[config.mk]
export PLATFORM = sky130hd
export DESIGN_NAME = load_store_unit
export DESIGN_NICKNAME = d
export VERILOG_FILES = /design/src/rtl/riscv_pkg.sv /design/src/rtl/lsu_align.sv /design/src/rtl/load_store_unit.sv
export SDC_FILE = /design/constraint.sdc
export NUM_CORES = 1
export LEC_CHECK = 0
export CAP_MARGIN = 20
export CELL_PAD_IN_SITES_DETAIL_PLACEMENT = 0
export CELL_PAD_IN_SITES_GLOBAL_PLACEMENT = 1
export CORE_ASPECT_RATIO = 0.7
export CORE_UTILIZATION = 34
export CTS_BUF_LIST = sky130_fd_sc_hd__clkbuf_4
export DETAILED_ROUTE_END_ITERATION = 10
export PLACE_DENSITY_LB_ADDON = 0.1
export SLEW_MARGIN = 30
export SYNTH_ARGS = -nofsm -noshare
export SYNTH_HDL_FRONTEND = slang
export SYNTH_SLANG_ARGS = --single-unit
[constraint.sdc]
create_clock -name clk -period 5.8 [get_ports clk]
set_input_delay 1.74 -clock clk [delete_from_list [all_inputs] [get_ports clk]]
set_output_delay 1.74 -clock clk [all_outputs]
set_load 0.05 [all_outputs]
[src/rtl/riscv_pkg.sv]
// Shared types and constants for the load/store unit: FSM states, memory
// funct3 encodings and the request legality check.
package riscv_pkg;

  localparam int RV_XLEN      = 32;
  localparam int LSU_MAX_WAIT = 15;

  typedef enum logic [1:0] {
    IDLE = 2'b00,
    REQ  = 2'b01,
    WAIT = 2'b10,
    DONE = 2'b11
  } lsu_state_t;

  typedef enum logic [2:0] {
    LB  = 3'b000,
    LH  = 3'b001,
    LW  = 3'b010,
    LBU = 3'b100,
    LHU = 3'b101
  } mem_funct3_t;

  // Stores share the size encodings of the signed loads.
  localparam mem_funct3_t SB = LB;
  localparam mem_funct3_t SH = LH;
  localparam mem_funct3_t SW = LW;

  // A request is legal when exactly one of read/write is set, the size is
  // valid for the direction, and the address is naturally aligned.
  function automatic logic access_legal(input logic       rd,
                                        input logic       wr,
                                        input logic [2:0] f3,
                                        input logic [1:0] off);
    logic ok;
    ok = rd ^ wr;
    case (f3)
      LB:      ok = ok;
      LH:      ok = ok & ~off[0];
      LW:      ok = ok & (off == 2'b00);
      LBU:     ok = ok & rd;
      LHU:     ok = ok & rd & ~off[0];
      default: ok = 1'b0;
    endcase
    return ok;
  endfunction

endpackage

[src/rtl/lsu_align.sv]
// Load data extraction: picks the addressed byte/halfword lane out of the
// bus word and sign- or zero-extends it according to funct3.
module lsu_align
  import riscv_pkg::*;
#(
  parameter int XLEN = RV_XLEN
) (
  input  logic [XLEN-1:0] rdata,
  input  logic [1:0]      offset,
  input  logic [2:0]      funct3,
  output logic [XLEN-1:0] data
);

  logic [7:0]  byte_lane;
  logic [15:0] half_lane;

  always_comb begin
    byte_lane = rdata[8*offset +: 8];
    half_lane = rdata[16*offset[1] +: 16];
    data      = rdata;
    case (funct3)
      LB:      data = {{(XLEN-8){byte_lane[7]}}, byte_lane};
      LBU:     data = {{(XLEN-8){1'b0}}, byte_lane};
      LH:      data = {{(XLEN-16){half_lane[15]}}, half_lane};
      LHU:     data = {{(XLEN-16){1'b0}}, half_lane};
      default: data = rdata;
    endcase
  end

endmodule

[src/rtl/load_store_unit.sv]
// Load/store unit: turns pipeline MemRead/MemWrite requests into single
// bus transactions with byte lanes, timeout and aligned load data.
module load_store_unit
  import riscv_pkg::*;
#(
  parameter int XLEN     = RV_XLEN,
  parameter int MAX_WAIT = LSU_MAX_WAIT
) (
  input  logic            clk,
  input  logic            rst_n,
  input  logic            MemRead,
  input  logic            MemWrite,
  input  logic [2:0]      Funct3,
  input  logic [XLEN-1:0] Addr,
  input  logic [XLEN-1:0] StoreData,
  output logic [XLEN-1:0] ReadDataMem,
  output logic            LoadValid,
  output logic            Stall,
  output logic            AccessErr,
  output logic            bus_req,
  output logic            bus_we,
  output logic [XLEN-1:0] bus_addr,
  output logic [XLEN-1:0] bus_wdata,
  output logic [3:0]      bus_be,
  input  logic            bus_gnt,
  input  logic            bus_rvalid,
  input  logic [XLEN-1:0] bus_rdata
);

  localparam int               CNT_W    = $clog2(MAX_WAIT + 1);
  localparam logic [CNT_W-1:0] CNT_LAST = CNT_W'(MAX_WAIT - 1);
  localparam logic [CNT_W-1:0] CNT_ONE  = CNT_W'(1);

  lsu_state_t       state_q, state_d;
  logic [CNT_W-1:0] cnt_q, cnt_d;
  logic [XLEN-1:0]  addr_q, addr_d;
  logic [1:0]       off_q, off_d;
  logic [2:0]       f3_q, f3_d;
  logic             is_load_q, is_load_d;
  logic [XLEN-1:0]  wdata_q, wdata_d;
  logic [3:0]       be_q, be_d;
  logic [XLEN-1:0]  rdata_q, rdata_d;
  logic             load_valid_q, load_valid_d;
  logic             err_q, err_d;
  logic             bus_req_q, bus_req_d;

  logic             req_any;
  logic             req_legal;
  logic             timeout;
  logic [3:0]       be_new;
  logic [XLEN-1:0]  wdata_new;
  logic [XLEN-1:0]  aligned_data;

  lsu_align #(
    .XLEN(XLEN)
  ) u_align (
    .rdata (bus_rdata),
    .offset(off_q),
    .funct3(f3_q),
    .data  (aligned_data)
  );

  assign req_any   = MemRead | MemWrite;
  assign req_legal = access_legal(MemRead, MemWrite, Funct3, Addr[1:0]);
  assign timeout   = (cnt_q == CNT_LAST);

  // Narrow stores replicate their data to every lane so the slave can pick
  // whichever lane the byte enables select.
  always_comb begin
    be_new    = 4'b1111;
    wdata_new = StoreData;
    case (Funct3[1:0])
      2'b00: begin
        be_new    = 4'b0001 << Addr[1:0];
        wdata_new = {(XLEN/8){StoreData[7:0]}};
      end
      2'b01: begin
        be_new    = 4'b0011 << Addr[1:0];
        wdata_new = {(XLEN/16){StoreData[15:0]}};
      end
      default: begin
        be_new    = 4'b1111;
        wdata_new = StoreData;
      end
    endcase
  end

  always_comb begin
    state_d      = state_q;
    cnt_d        = cnt_q;
    addr_d       = addr_q;
    off_d        = off_q;
    f3_d         = f3_q;
    is_load_d    = is_load_q;
    wdata_d      = wdata_q;
    be_d         = be_q;
    rdata_d      = rdata_q;
    load_valid_d = 1'b0;
    err_d        = 1'b0;
    bus_req_d    = 1'b0;

    case (state_q)
      IDLE: begin
        if (req_legal) begin
          addr_d    = {Addr[XLEN-1:2], 2'b00};
          off_d     = Addr[1:0];
          f3_d      = Funct3;
          is_load_d = MemRead;
          wdata_d   = MemWrite ? wdata_new : '0;
          be_d      = be_new;
          cnt_d     = '0;
          bus_req_d = 1'b1;
          state_d   = REQ;
        end else if (req_any) begin
          err_d = 1'b1;
        end
      end

      REQ: begin
        cnt_d = cnt_q + CNT_ONE;
        if (bus_gnt) begin
          state_d = is_load_q ? WAIT : DONE;
        end else if (timeout) begin
          err_d   = 1'b1;
          state_d = IDLE;
        end else begin
          bus_req_d = 1'b1;
        end
      end

      WAIT: begin
        cnt_d = cnt_q + CNT_ONE;
        if (bus_rvalid) begin
          rdata_d      = aligned_data;
          load_valid_d = 1'b1;
          state_d      = DONE;
        end else if (timeout) begin
          err_d   = 1'b1;
          state_d = IDLE;
        end
      end

      DONE: begin
        state_d = IDLE;
      end

      default: begin
        state_d = IDLE;
      end
    endcase
  end

  always_ff @(posedge clk or negedge rst_n) begin
    if (!rst_n) begin
      state_q      <= IDLE;
      cnt_q        <= '0;
      addr_q       <= '0;
      off_q        <= '0;
      f3_q         <= '0;
      is_load_q    <= 1'b0;
      wdata_q      <= '0;
      be_q         <= '0;
      rdata_q      <= '0;
      load_valid_q <= 1'b0;
      err_q        <= 1'b0;
      bus_req_q    <= 1'b0;
    end else begin
      state_q      <= state_d;
      cnt_q        <= cnt_d;
      addr_q       <= addr_d;
      off_q        <= off_d;
      f3_q         <= f3_d;
      is_load_q    <= is_load_d;
      wdata_q      <= wdata_d;
      be_q         <= be_d;
      rdata_q      <= rdata_d;
      load_valid_q <= load_valid_d;
      err_q        <= err_d;
      bus_req_q    <= bus_req_d;
    end
  end

  // Stall must see a legal request in the same cycle it is presented, so it
  // is the one output decoded combinationally.
  assign Stall = ((state_q == IDLE) && req_legal) || (state_q == REQ) || (state_q == WAIT);

  assign ReadDataMem = rdata_q;
  assign LoadValid   = load_valid_q;
  assign AccessErr   = err_q;
  assign bus_req     = bus_req_q;
  assign bus_we      = bus_req_q & ~is_load_q;
  assign bus_addr    = addr_q;
  assign bus_wdata   = wdata_q;
  assign bus_be      = be_q;

endmodule
Yosys cells after proc, flatten, opt, wreduce, memory -nomap -nowiden
Index checks and enable logic that the tools add are counted.
Widths: inputs -> output; s select.
{ "totals": {"regBits": 113, "in_bits": 105, "output_inout_bits": 105, "wordCells": 77} }
{ "classes": {"add_sub_neg": 1, "n_eq_ne": 13, "shift": 4, "muxes": 25, "bitwise_logic": 9, "n_reduce_logical": 13} }
{ "op_table": {"columns": ["operator", "n"], "rows": [
  ["$pmux 32 s4", 1],
  ["$pmux 32 s2", 1],
  ["$mux 32", 1],
  ["$shiftx 32x6->16", 1],
  ["$shiftx 32x6->8", 1],
  ["$pmux 4 s2", 2],
  ["$eq 3x3->1 const B", 4],
  ["$mux 1", 11],
  ["$mux 2", 4],
  ["$pmux 2 s4", 1],
  ["$eq 3x1->1 const B", 2],
  ["$logic_not 2->1", 3],
  ["$logic_not 3->1", 2],
  ["$reduce_and 2->1", 3],
  ["$and 1x1->1", 5],
  ["$pmux 1 s5", 1],
  ["$add 4x1->4 const B", 1],
  ["$eq 2x1->1 const B", 2],
  ["$eq 2x2->1 const B", 2],
  ["$eq 4x4->1 const B", 1],
  ["$mux 4", 1],
  ["$shl 1x2->4 const A", 1],
  ["$shl 2x2->4 const A", 1],
  ["$eq 3x2->1 const B", 1],
  ["other kinds (10)", 12]
]} }

Depth between registers and ports, before layout
Gate-level depths: netlist of the first run.
{ "depth": {"word_depth": 7, "mapped_depth": 10, "ltp_nobuf": 7} }

Modules after synthesis
From an unflattened synthesis of the first run, not the netlist that was laid out.
{ "hier_totals": {"cells_unflattened": 516, "area_unflattened_um2": 5541.6} }
{ "by_module_without_submodules": {"columns": ["mod", "n_inst", "cells_each", "area_each_um2", "seq_area_each_um2"], "rows": [
  ["load_store_unit", 1, 407, 4913.5, 2827.7],
  ["lsu_align", 1, 109, 628.1, 0.0]
]} }

Worst setup path after synthesis of the first run
OpenSTA, ideal clock, no wires.
{ "synth_path": {"path_kind": "input -> output", "startpoint": "input MemWrite", "endpoint": "output Stall", "arrival_time_ns": 3.759, "t_required_ns": 4.060, "path_slack_ns": 0.301, "stages": 9, "n_path_buf": 4, "cell_sequence": "clkbuf_1 clkinv_1 clkbuf_1 ha_1 nor2b_1 o221ai_2 buf_2 buf_2 nand2_1"} }
{ "synth_via": {"elab_chain_cells": 7, "elab_cells_between_ends": 9, "cone_classes": "mux: 1; bitwise: 5; reduce/logical: 3"} }
{ "synth_lines": {"columns": ["element", "line_no", "text"], "rows": [
  ["from (decl)", "load_store_unit.sv:12", "input logic MemWrite,"],
  ["$xor 1x1->1 (*)", "riscv_pkg.sv:35", "ok = rd ^ wr;"],
  ["$and 1x1->1", "riscv_pkg.sv:40, riscv_pkg.sv:41", null],
  ["$and 1x1->1", "riscv_pkg.sv:41", "LHU: ok = ok & rd & ~off[0];"],
  ["$pmux 1 s5 (*)", "riscv_pkg.sv:36", "case (f3)"],
  ["$logic_and 1x1->1 (*)", "load_store_unit.sv:185", "assign Stall = ((state_q == IDLE) && req_legal) || (state_q == REQ) || (state_q == WAIT);"],
  ["$logic_or 1x1->1 (*) (2 in a row)", "load_store_unit.sv:185", null],
  ["to (decl)", "load_store_unit.sv:18", "output logic Stall,"]
]} }
Mark *: on every way between the ends. The rest lies on a longest branch, timed or not.

Final worst setup path of the first run
Ends and elaborated chain as after synthesis.

==> flow_summary.toml, run 1 <==
[run_status]
run_status = "finished clean"

[synthesis]
synth_seq_area_share = 0.519
synthesis.area_um2 = 5450
synthMostInstantiatedCell = "dfrtp_1"
synth_edf_count = 0
synth_top_cell_by_area = "dfrtp_1"
synth.distinct_cells = 40
ys_seq_elements = 113
synth_commonest_cells = "dfrtp_1, nand2_1, o21ai_0, mux2_2, mux2i_1"
synth_top_area_frac = 0.519
ys.flop_type = "dfrtp_1"
synth_area_leaders = "dfrtp_1, mux2_2, nand2_1"
synth_cells = 531
ys_warn_count = 0
synth_area_per_cell_um2 = 10.3
async_flop_share = 1.00

[pwr]
p_int_w = 0.00249
power_w = 0.00489
p_leak_nw = 3.52
swShare = 0.490
switchingPower_w = 0.00240
power_density_nw_per_um2 = 611
seqPwrFrac = 0.293
ir_drop_uv = 321
combinationalPowerShare = 0.569
clkPwrFrac = 0.139

[floorplanning]
row_count = 38
die_h_um = 108
coreArea_um2 = 15600
dieArea_um2 = 16500
ioPinCount = 210
die_width_um = 153
floorplan.initialDensity = 0.349

[drt]
routed_wl_um = 16600
postRouteAntennaNets = 0
drtIter0Drc = 296
wire_per_inst_um = 17.6
firstDrtPassIters = 5
post-route-drc-count = 0
dr_total_vias = 4608
drt-vias-per-instance = 4.89

[timing]
setup_viol = 0
worst_clock_skew_ns = 0.0146
hold_viol_final = 0
maxSlewHeadroom = 0.383
drv_slew = 0
layout_min_cycle_time_ns = 5.16
min_period_over_period = 0.890
setup-tns-final_ns = 0
fmax_mhz = 194
grt_setup_unrepaired = "false"
tightest_slew_ns = 0.925
hold_ws_ns = 0.485

[placement]
place_hpwl_um = 12200
place.gp.congestion = 0.869
io_buffer_count = 207

[critical_path]
cp_top_family = "buffers and inverters"
end_kind = "output port"
cp.arrival_ns = 3.42
slowest_stage = "clkdlybuf4s50_1"
critPathMaxStageDelay_ns = 0.54
worstPathCellList = "clkdlybuf4s50_1 > clkinv_1 > ha_1 > nor2b_1 > o221ai_4 > nand2_1 > buf_12"
worstPathMaxFanout = 3
path_buf_inv = 3
crit_type = "input port to output port"
cp-start-kind = "input port"
worstPathRequired_ns = 4.06

[finish]
layout.nets = 843
drive_gt1_frac = 0.127
antennaDiodeCount = 0
area_growth_syn_to_layout_pct = 46.9

[clocking]
cts.repair.resized = 0
clockRootBuffer = "clkbuf_4"
clockBufferDepth = 2
cts.reportedPaths.clkPinSlew_ns = 0.10
clock_latency_ns = 0.51
cts.sinks = 113
cts_made_buffers = 17
cts_tree = "done"
postCtsSetupBuffers = 0
htree_levels = 4
postCtsHoldBufs = 0

[flow_run]
cap_violations = 0

[grt]
antenna_found_initial = 0
grt_pass1_vias = 4649
track_usage = 0.208
grt-ovfl-total = 0
grt_start_max_net_pins = 79
grt_pass1_wl_um = 26200

[hold_path]
hp-class = "flop to flop"
==> worst reg2reg max path: stages, from the launching register on <==
cell and delay (ns):
dfrtp_1 0.44, inv_1 0.10, ha_1 0.29, o221ai_4 0.11
buf_4 0.50, buf_4 0.59, mux2_2 0.40
==> metrics by stage <==
| stage | worst slack [ns] | utilization | area [µm²] | cells |
|---|---|---|---|---|
| 2_1_floorplan | 0.301 | - | 5450 | 532 |
| 3_3_place_gp | 0.674 | 0.492 | 7670 | 911 |
| 3_5_place_dp | 0.655 | 0.492 | 7680 | 911 |
| 4_1_cts | 0.633 | 0.513 | 8010 | 943 |
| 5_1_grt | 0.541 | 0.513 | 8010 | 943 |
| 6_report | 0.638 | 0.513 | 8010 | 943 |
==> power by group through the flow <==
stage          logic (W)  registers (W)  clock network [W]
6_report         0.00278        0.00143           0.000678
5_1_grt          0.00293        0.00149           0.000736
4_1_cts          0.00279        0.00143           0.000702
3_5_place_dp     0.00279        0.00145                  0
3_3_place_gp     0.00276        0.00143                  0
2_1_floorplan   0.000721        0.00250                  0
==> sequential cells by signal (all words and copies together) (netlist names), 2 cells and up <==
| name | flops |
|---|---|
| state_q | 2 |
| bus_be | 4 |
| off_q | 2 |
| cnt_q | 4 |
| bus_wdata | 32 |
| bus_addr | 30 |
| ReadDataMem | 32 |
| f3_q | 3 |
==> final timing paths <==
check	cells after the start	slack, ns	startpoint	endpoint
worst max-delay path	7	0.64	MemWrite	Stall
worst min-delay path	2	0.48	bus_wdata[27]	bus_wdata[27]
worst max register to register	6	3.26	state_q[1]	f3_q[2]
worst min register to register	2	0.48	bus_wdata[27]	bus_wdata[27]
max in group asynchronous	2	3.59	rst_n	off_q[0]
min in group asynchronous	1	1.25	rst_n	bus_wdata[11]
==> placed cells by master (no fill, tap or decap), drive strengths merged, types with 4 or more instances in the layout <==
cell | Yosys | layout
nand2 | 106 | 106
clkinv | 1 | 4
nor2b | 4 | 4
nand3 | 35 | 35
or3 | 8 | 8
a22oi | 9 | 9
o21ai | 55 | 55
ha | 8 | 8
o31ai | 18 | 18
clkbuf | 18 | 19
dfrtp | 113 | 113
inv | 11 | 13
nand2b | 10 | 10
clkinvlp | 0 | 4
a21oi | 14 | 14
mux2 | 36 | 36
clkdlybuf4s50 | 0 | 205
mux2i | 34 | 34
nor2 | 11 | 11
bufinv | 0 | 4
buf | 18 | 10
==> cells by family (layout without fill, tap and decap cells) <==
group                    Yosys count  after routing  share of synthesized area
AND/OR/NAND/NOR                  180            180                      0.156
flip-flops                       113            113                      0.519
adder cells (fa/ha/maj)            8              8                     0.0184
multiplexers                      71             71                      0.141
buffers and inverters             48            259                     0.0415
other                              1              2                   0.000688
AO/OA/AOI/OAI                    110            110                      0.124
==> final cells by class <==
cell class | instances | area, µm²
timing repair buffer | 215 | 2140
inverter | 12 | 45.0
multi-input combinational | 371 | 2410
sequential | 113 | 2830
clock buffer | 19 | 143
clock inverter | 13 | 185
tap | 200 | 250
fill | 1426 | 7590
==> layer usage <==
| metal | share of wire | track usage | up-vias |
|---|---|---|---|
| met5 | 0 | 0 | - |
| met2 | 0.43 | 0.298 | 132 |
| met4 | 0.0080 | 0.0577 | 0 |
| met3 | 0.052 | 0.0513 | 9 |
| li1 | - | - | 2251 |
| met1 | 0.51 | 0.307 | 2216 |
Note: power is estimated with default switching activity, not from simulation.
==> run 2: changes to the inputs <==
HOLD_SLACK_MARGIN = 0.02   (was not set)
==> results of run 2 <==
The final DEF is identical to that of run 1; final timing and power are the same.
